`src/rtl/core_pkg.sv`:
```
// Shared core definitions: default control-bundle widths, NOP encodings
// and the default performance-counter width and saturation value.
package core_pkg;

    localparam int WB_W_DEF = 2;
    localparam int M_W_DEF  = 5;
    localparam int EX_W_DEF = 6;

    localparam logic [WB_W_DEF-1:0] NOP_WB = '0;
    localparam logic [M_W_DEF-1:0]  NOP_M  = '0;
    localparam logic [EX_W_DEF-1:0] NOP_EX = '0;

    localparam int                   CNT_W_DEF   = 16;
    localparam logic [CNT_W_DEF-1:0] CNT_SAT_DEF = '1;

endpackage

```
`src/rtl/sat_counter.sv`:
```
// Saturating up-counter with synchronous clear; clear beats increment.
module sat_counter #(
    parameter int W = 16
) (
    input  logic         clk,
    input  logic         rst_n,
    input  logic         inc,
    input  logic         clr,
    output logic [W-1:0] cnt
);

    localparam logic [W-1:0] SAT = '1;

    logic [W-1:0] cnt_q, cnt_d;

    always_comb begin
        cnt_d = cnt_q;
        if (clr)
            cnt_d = '0;
        else if (inc && cnt_q != SAT)
            cnt_d = cnt_q + 1'b1;
    end

    always_ff @(posedge clk or negedge rst_n) begin
        if (!rst_n) cnt_q <= '0;
        else        cnt_q <= cnt_d;
    end

    assign cnt = cnt_q;

endmodule

```
`src/rtl/idex_ctrl_pipe.sv`:
```
// ID/EX control pipeline register: bubble insertion on stall/flush, freeze on
// EX hold with deferred flush, plus bubble counter and stall watchdog.
module idex_ctrl_pipe
    import core_pkg::*;
#(
    parameter int              WB_W        = WB_W_DEF,
    parameter int              M_W         = M_W_DEF,
    parameter int              EX_W        = EX_W_DEF,
    parameter logic [WB_W-1:0] BUBBLE_WB   = WB_W'(NOP_WB),
    parameter logic [M_W-1:0]  BUBBLE_M    = M_W'(NOP_M),
    parameter logic [EX_W-1:0] BUBBLE_EX   = EX_W'(NOP_EX),
    parameter int              CNT_W       = CNT_W_DEF,
    parameter int              STALL_LIMIT = 64
) (
    input  logic             clk,
    input  logic             rst_n,
    input  logic             id_valid,
    input  logic [WB_W-1:0]  cntrl_wb,
    input  logic [M_W-1:0]   cntrl_m,
    input  logic [EX_W-1:0]  cntrl_ex,
    input  logic             stall,
    input  logic             id_flush,
    input  logic             ex_hold,
    input  logic             clr_stats,
    output logic [WB_W-1:0]  idex_wb,
    output logic [M_W-1:0]   idex_m,
    output logic [EX_W-1:0]  idex_ex,
    output logic             idex_valid,
    output logic [CNT_W-1:0] bubble_cnt,
    output logic             stall_timeout
);

    localparam int              RUN_W   = $clog2(STALL_LIMIT + 1);
    localparam logic [RUN_W-1:0] RUN_LIM = RUN_W'(STALL_LIMIT);

    logic [WB_W-1:0]  wb_q, wb_d;
    logic [M_W-1:0]   m_q, m_d;
    logic [EX_W-1:0]  ex_q, ex_d;
    logic             vld_q, vld_d;
    logic             flush_pend_q, flush_pend_d;
    logic [RUN_W-1:0] run_q, run_d;
    logic             timeout_q, timeout_d;

    logic bubble_ld, normal_ld, bubble_evt, run_inc;

    assign bubble_ld  = !ex_hold && (id_flush || flush_pend_q || stall);
    assign normal_ld  = !ex_hold && !bubble_ld;
    assign bubble_evt = bubble_ld || (normal_ld && !id_valid);
    assign run_inc    = stall || ex_hold;

    always_comb begin
        wb_d         = wb_q;
        m_d          = m_q;
        ex_d         = ex_q;
        vld_d        = vld_q;
        flush_pend_d = flush_pend_q;
        if (ex_hold) begin
            // A flush seen while frozen must still kill the ID instruction later.
            if (id_flush) flush_pend_d = 1'b1;
        end else if (bubble_ld) begin
            wb_d         = BUBBLE_WB;
            m_d          = BUBBLE_M;
            ex_d         = BUBBLE_EX;
            vld_d        = 1'b0;
            flush_pend_d = 1'b0;
        end else begin
            wb_d  = cntrl_wb;
            m_d   = cntrl_m;
            ex_d  = cntrl_ex;
            vld_d = id_valid;
        end
    end

    always_comb begin
        run_d = '0;
        if (run_inc)
            run_d = (run_q == RUN_LIM) ? RUN_LIM : run_q + 1'b1;
        timeout_d = timeout_q || (run_inc && run_d == RUN_LIM);
        if (clr_stats) timeout_d = 1'b0;
    end

    always_ff @(posedge clk or negedge rst_n) begin
        if (!rst_n) begin
            wb_q         <= BUBBLE_WB;
            m_q          <= BUBBLE_M;
            ex_q         <= BUBBLE_EX;
            vld_q        <= 1'b0;
            flush_pend_q <= 1'b0;
            run_q        <= '0;
            timeout_q    <= 1'b0;
        end else begin
            wb_q         <= wb_d;
            m_q          <= m_d;
            ex_q         <= ex_d;
            vld_q        <= vld_d;
            flush_pend_q <= flush_pend_d;
            run_q        <= run_d;
            timeout_q    <= timeout_d;
        end
    end

    sat_counter #(.W(CNT_W)) u_bubble_cnt (
        .clk   (clk),
        .rst_n (rst_n),
        .inc   (bubble_evt),
        .clr   (clr_stats),
        .cnt   (bubble_cnt)
    );

    assign idex_wb       = wb_q;
    assign idex_m        = m_q;
    assign idex_ex       = ex_q;
    assign idex_valid    = vld_q;
    assign stall_timeout = timeout_q;

endmodule

```
`config.mk`:
```
export PLATFORM = sky130hd
export DESIGN_NAME = idex_ctrl_pipe
export DESIGN_NICKNAME = d
export VERILOG_FILES = /design/src/rtl/core_pkg.sv /design/src/rtl/sat_counter.sv /design/src/rtl/idex_ctrl_pipe.sv
export SDC_FILE = /design/constraint.sdc
export NUM_CORES = 1
export LEC_CHECK = 0
export BUFFER_PORTS_ARGS = -buffer_cell sky130_fd_sc_hd__buf_2
export CORE_MARGIN = 5
export CORE_UTILIZATION = 58
export CTS_BUF_LIST = sky130_fd_sc_hd__clkbuf_8
export CTS_CLUSTER_SIZE = 30
export DETAILED_ROUTE_END_ITERATION = 10
export GPL_ROUTABILITY_DRIVEN = 1
export PLACE_DENSITY = 0.87
export SLEW_MARGIN = 20
export SYNTH_ARGS = -nofsm -noshare
export SYNTH_HDL_FRONTEND = slang
export SYNTH_SLANG_ARGS = --single-unit
```
`constraint.sdc`:
```
create_clock -name clk -period 3.4 [get_ports clk]
set_input_delay 0.68 -clock clk [delete_from_list [all_inputs] [get_ports clk]]
set_output_delay 0.68 -clock clk [all_outputs]
set_load 0.05 [all_outputs]
```
-- Yosys cells after proc, flatten, opt, wreduce, memory -nomap -nowiden
Cells that the tools add are included.
- add/sub/neg operators: 2
- mux-type cells: 12
- reductions and logical operators: 16
- equality and inequality tests: 4
- operators with widths (kind ; count):
    $mux W16 ; 2
    $add A16 B1 Y16 const B ; 1
    $ne A16 B16 Y1 const B ; 1
    $eq A7 B7 Y1 const B ; 2
    $mux W7 ; 2
    $add A7 B1 Y7 const B ; 1
    $mux W6 ; 1
    $logic_and A1 B1 Y1 ; 5
    $logic_or A1 B1 Y1 ; 5
    $mux W1 ; 5
    $mux W5 ; 1
    $reduce_bool A2 Y1 ; 2
    $logic_not A1 Y1 ; 3
    $mux W2 ; 1
    $ne A2 B2 Y1 const B ; 1
    $reduce_and A2 Y1 ; 1
- output and inout port bits: 31
- input bits: 20
- bits in registers: 39

-- Longest topological paths before layout
- word-level depth: 10
- mapped depth: 6
- mapped depth without buffers: 6

-- Modules after synthesis
Synthesis repeated with hierarchy kept, for this count alone.
- cells, all modules: 180
- area total of the unflattened synthesis: 1930.6 um^2
- modules (own cells, without submodules) (module ; area an instance (um^2) ; seq. area each (um^2) ; cells an instance ; times used):
    idex_ctrl_pipe ; 988.4 ; 575.6 ; 82 ; 1
    sat_counter ; 942.2 ; 400.4 ; 98 ; 1

-- Worst setup path before layout
OpenSTA, ideal clock, no wires.
- kind: reg-to-reg
- from: register u_bubble_cnt.cnt_q[0] (netlist: u_bubble_cnt.cnt[0])
- to: register u_bubble_cnt.cnt_q[7] (netlist: u_bubble_cnt.cnt[7])
- buffers on the path: 0
- path slack: 1292 ps
- setup time: 125 ps
- arrival: 1983 ps
- cell stages (with the launch flop): 7
- cell sequence: dfrtp_1 > ha_1 > nand2_2 > nor3_4 > a211oi_2 > nand3_1 > mux2_4
- word-level cells in the longest chain between the ends: 3
- elaborated cells between the ends (all ways): 6
- those cells by class: add/sub (1); eq/ne (1); mux (2); reduce/logical (2)
- ends and longest elaborated chain (item ; RTL line ; source):
    from (decl) ; sat_counter.sv:14 ; logic [W-1:0] cnt_q, cnt_d;
    from (signal assigned) ; sat_counter.sv:26 ; else cnt_q <= cnt_d;
    $add A16 B1 Y16 / $ne A16 B16 Y1 (equally long branches) ; sat_counter.sv:21, sat_counter.sv:20 ;
    $mux W16 / $logic_and A1 B1 Y1 (equally long branches) ; sat_counter.sv:20 ; else if (inc && cnt_q != SAT)
    $mux W16 / $reduce_bool A2 Y1 (equally long branches) ; n/a ;
Several ways; a longest one is shown, not always the timed one. The select of a mux whose other input is x is not followed.
A chain may end at the register's enable or synchronous reset.

-- Worst setup path after layout
Ends and elaborated chain as after synthesis.

==> out/results.txt <==
post-route ant nets: 0
post-synth net total: 193
Worst Reg-to-Reg Cells: 6
cell leakage power: 1.07 nW
area share of the largest cell type after synthesis: 52.4%
count of state elements after synthesis: 39
Slew @ Worst Pin: 1.07 ns
proportion of synthesized flip-flops having asynchronous set or reset: 100%
shortest period the worst path allows: 1.92 ns
number of nets in the layout: 243
row count: 20
crit-path leading delay family: simple AND/OR/NAND/NOR gates
Post-synth top flop: sky130_fd_sc_hd__dfrtp_1
DP Area: 0.00214 mm²
area growth from synthesis to layout: 19.8%
final setup violation count: 0
capturing element type of the critical path: flop
horizontal die dimension: 66.7 µm
final routed DRC violation total: 0
half-perimeter wire length after placement: 2740 µm
Layout fillers: 252
routed length per placed instance: 14.2 µm
average cell area after synthesis: 11.0 µm²
headroom to the max-slew limit: 28.4%
Final Hold Violating Endpoints: 0
global-route wire length before repair: 6330 µm
Critical R2R Capture: u_bubble_cnt.cnt[7]$_DFFE_PN0P_
Peak VDD IR: 0.351 mV
run status: completed
Port Buf Inserts: 50
ranking of synthesized cells by area: sky130_fd_sc_hd__dfrtp_1, sky130_fd_sc_hd__a22o_1, sky130_fd_sc_hd__nor2_1, sky130_fd_sc_hd__xnor2_1, sky130_fd_sc_hd__nand3_1
Die ar.: 0.00444 mm²
post-synthesis instance total: 170
number of clock sinks: 39
hold buffer count at cts: 0
detailed-router iteration count before antenna repair: 4
DRC marker count from the first detailed-route iteration: 70
data required time of the worst path: 3.57 ns
initial core utilization: 60.5%
Clk Latency, worst-skew pair: 0.28 ns
unrepaired setup endpoints after global routing: false
Overall Power: 1.01 mW
mean number of vias per cell: 5.46
crit path max fanout: 10
type of element launching the critical path: flop
Clock Tree Buf Depth: 2
path class of the lowest-slack min-delay path: primary input to asynchronous set/reset pin
number of global-route vias before repair: 1420
number of I/O pins: 51
Finished Cell Area: 0.00223 mm²
vias after detailed routing: 1448
biggest area consumer among synthesized cells: sky130_fd_sc_hd__dfrtp_1
post-layout util: 72.5%
count of inserted antenna diode cells: 0
MaxCap Viol Count: 0
Power Dens Cells: 452 mW/mm²
CTS tree: yes
post-synthesis cell area: 0.00186 mm²
data arrival time at the worst-slack endpoint: 2.10 ns
post-CTS setup buffer count: 0
gr usage total: 18.9%
cell type of the slowest stage on the worst timing path: sky130_fd_sc_hd__dfrtp_1
Critical Path Max Stage Delay: 0.43 ns
share of layout cells above drive strength 1: 32.6%
maximum number of pins on one net before global-route repair: 40
post-detailed-routing wire length: 3750 µm
Placer Congestion: 0.881
Layout Skew: 0.00439 ns
root cell of the clock tree: sky130_fd_sc_hd__clkbuf_8
clock-pin slew reported for the worst setup and hold paths after clock tree synthesis: 0.08 ns
summed negative setup slack over all endpoints: 0 ns
number of buffers and inverters on the critical path: 0
warnings from Yosys: 0
flop-to-flop setup slack: 1.48 ns
worst flop-to-flop path startpoint: u_bubble_cnt.cnt[0]$_DFFE_PN0P_
crit path cell chain: ha_1 > nand2_2 > nor3_4 > a211oi_2 > nand3_1 > mux2_4
Overflow after GRT: 0
die boundary height: 66.7 µm
Slew Limit Fails: 0
sequential fraction of the synthesis area: 52.4%
Highest Clock Rate: 521 MHz
Inserted Clock Buffers: 5
CTS HTree Levels: 2
library cells used by synthesis: 43
PnR worst setup slack: 1.48 ns
placeable core area: 0.00308 mm²
Post-synth EDFFs: 0
post-cts gate resize count: 0
placement-stage worst setup slack: 1.22 ns
number of antenna violations at the first check in global routing: 0
crit share post-route: 56.5%
critical path class: flop to flop
[registers in the layout, summed over array words and instances (netlist names)]
| register | count |
|---|---|
| flush_pend_q | 1 |
| idex_ex | 6 |
| idex_m | 5 |
| idex_valid | 1 |
| idex_wb | 2 |
| run_q | 7 |
| stall_timeout | 1 |
| u_bubble_cnt.cnt | 16 |
[worst max-delay path by stage]
stage	from	end	slack, ns	cells past startpoint
after detailed placement	id_flush	u_bubble_cnt.cnt[7]$_DFFE_PN0P_	1.22	6
after floorplan	u_bubble_cnt.cnt[0]$_DFFE_PN0P_	u_bubble_cnt.cnt[7]$_DFFE_PN0P_	1.29	6
after global placement	id_flush	u_bubble_cnt.cnt[7]$_DFFE_PN0P_	1.27	6
final	u_bubble_cnt.cnt[0]$_DFFE_PN0P_	u_bubble_cnt.cnt[7]$_DFFE_PN0P_	1.48	6
after global routing	u_bubble_cnt.cnt[0]$_DFFE_PN0P_	u_bubble_cnt.cnt[7]$_DFFE_PN0P_	1.35	6
after CTS	u_bubble_cnt.cnt[0]$_DFFE_PN0P_	u_bubble_cnt.cnt[7]$_DFFE_PN0P_	1.48	6
[synth_stat cells (2+ instances only)]
master	number
sky130_fd_sc_hd__xnor2_1	9
sky130_fd_sc_hd__o21ai_0	4
sky130_fd_sc_hd__ha_1	3
sky130_fd_sc_hd__nand2_1	3
sky130_fd_sc_hd__a21oi_1	4
sky130_fd_sc_hd__and2_1	2
sky130_fd_sc_hd__or3_1	3
sky130_fd_sc_hd__nand4_1	6
sky130_fd_sc_hd__nor3_1	2
sky130_fd_sc_hd__nor2_1	23
sky130_fd_sc_hd__dfrtp_1	39
sky130_fd_sc_hd__a31oi_1	2
sky130_fd_sc_hd__nor2b_1	2
sky130_fd_sc_hd__a211oi_1	5
sky130_fd_sc_hd__clkbuf_1	2
sky130_fd_sc_hd__buf_2	4
sky130_fd_sc_hd__inv_1	5
sky130_fd_sc_hd__nand3_1	10
sky130_fd_sc_hd__or2_2	2
sky130_fd_sc_hd__xor2_1	5
sky130_fd_sc_hd__a22o_1	13
[power breakdown]
group,internal (mW),total [mW],switching [mW]
sequential,0.494,0.533,0.0391
clock,0.143,0.303,0.160
combinational,0.0681,0.173,0.105
[metrics by stage]
step                      hold WS, ns  instances
final                           0.467        265
after global routing            0.532        265
after CTS                       0.499        265
after detailed placement        0.494        257
after global placement          0.488        257
after floorplan                 0.384        170
[kinds of logic after synthesis]
family                     Yosys count  share of synthesized area, %
AOI/OAI and AO/OA                   34                          14.0
xor gates and xnor gates            14                          6.59
adders and majority gates            3                          2.02
buffers and inverters               12                          2.69
DFF                                 39                          52.4
muxes                                3                          1.95
and+or+nand+nor                     65                          20.4
[metal layers]
metal	wire, µm	track usage (%)
met1	1710	23.7
met2	1810	31.6
met3	224	5.40
met4	13	5.33
met5	0	0
[final cells by class]
cell class                 count  area, µm²  area share, %
clock buffer                   5       68.8           3.08
clock inverter                 3       20.0          0.897
inverter                       5       18.8          0.841
multi-input combinational    119        842           37.7
sequential                    39        976           43.7
tap                           44       55.1           2.47
timing repair buffer          50        250           11.2
[placed cells by master, fill, tap and decap left out, types with 2 or more instances in the layout]
| cell type | instances |
|---|---|
| sky130_fd_sc_hd__a211oi_1 | 5 |
| sky130_fd_sc_hd__a21oi_1 | 4 |
| sky130_fd_sc_hd__a22o_1 | 13 |
| sky130_fd_sc_hd__a31oi_1 | 2 |
| sky130_fd_sc_hd__and2_1 | 2 |
| sky130_fd_sc_hd__buf_2 | 50 |
| sky130_fd_sc_hd__clkbuf_8 | 5 |
| sky130_fd_sc_hd__clkinvlp_4 | 2 |
| sky130_fd_sc_hd__dfrtp_1 | 39 |
| sky130_fd_sc_hd__ha_1 | 3 |
| sky130_fd_sc_hd__inv_1 | 5 |
| sky130_fd_sc_hd__nand2_1 | 3 |
| sky130_fd_sc_hd__nand3_1 | 10 |
| sky130_fd_sc_hd__nand4_1 | 6 |
| sky130_fd_sc_hd__nor2_1 | 23 |
| sky130_fd_sc_hd__nor2b_1 | 2 |
| sky130_fd_sc_hd__nor3_1 | 2 |
| sky130_fd_sc_hd__o21ai_0 | 4 |
| sky130_fd_sc_hd__or2_2 | 2 |
| sky130_fd_sc_hd__or3_1 | 3 |
| sky130_fd_sc_hd__xnor2_1 | 9 |
| sky130_fd_sc_hd__xor2_1 | 5 |
No activity file was read; power rests on OpenSTA's default activity.
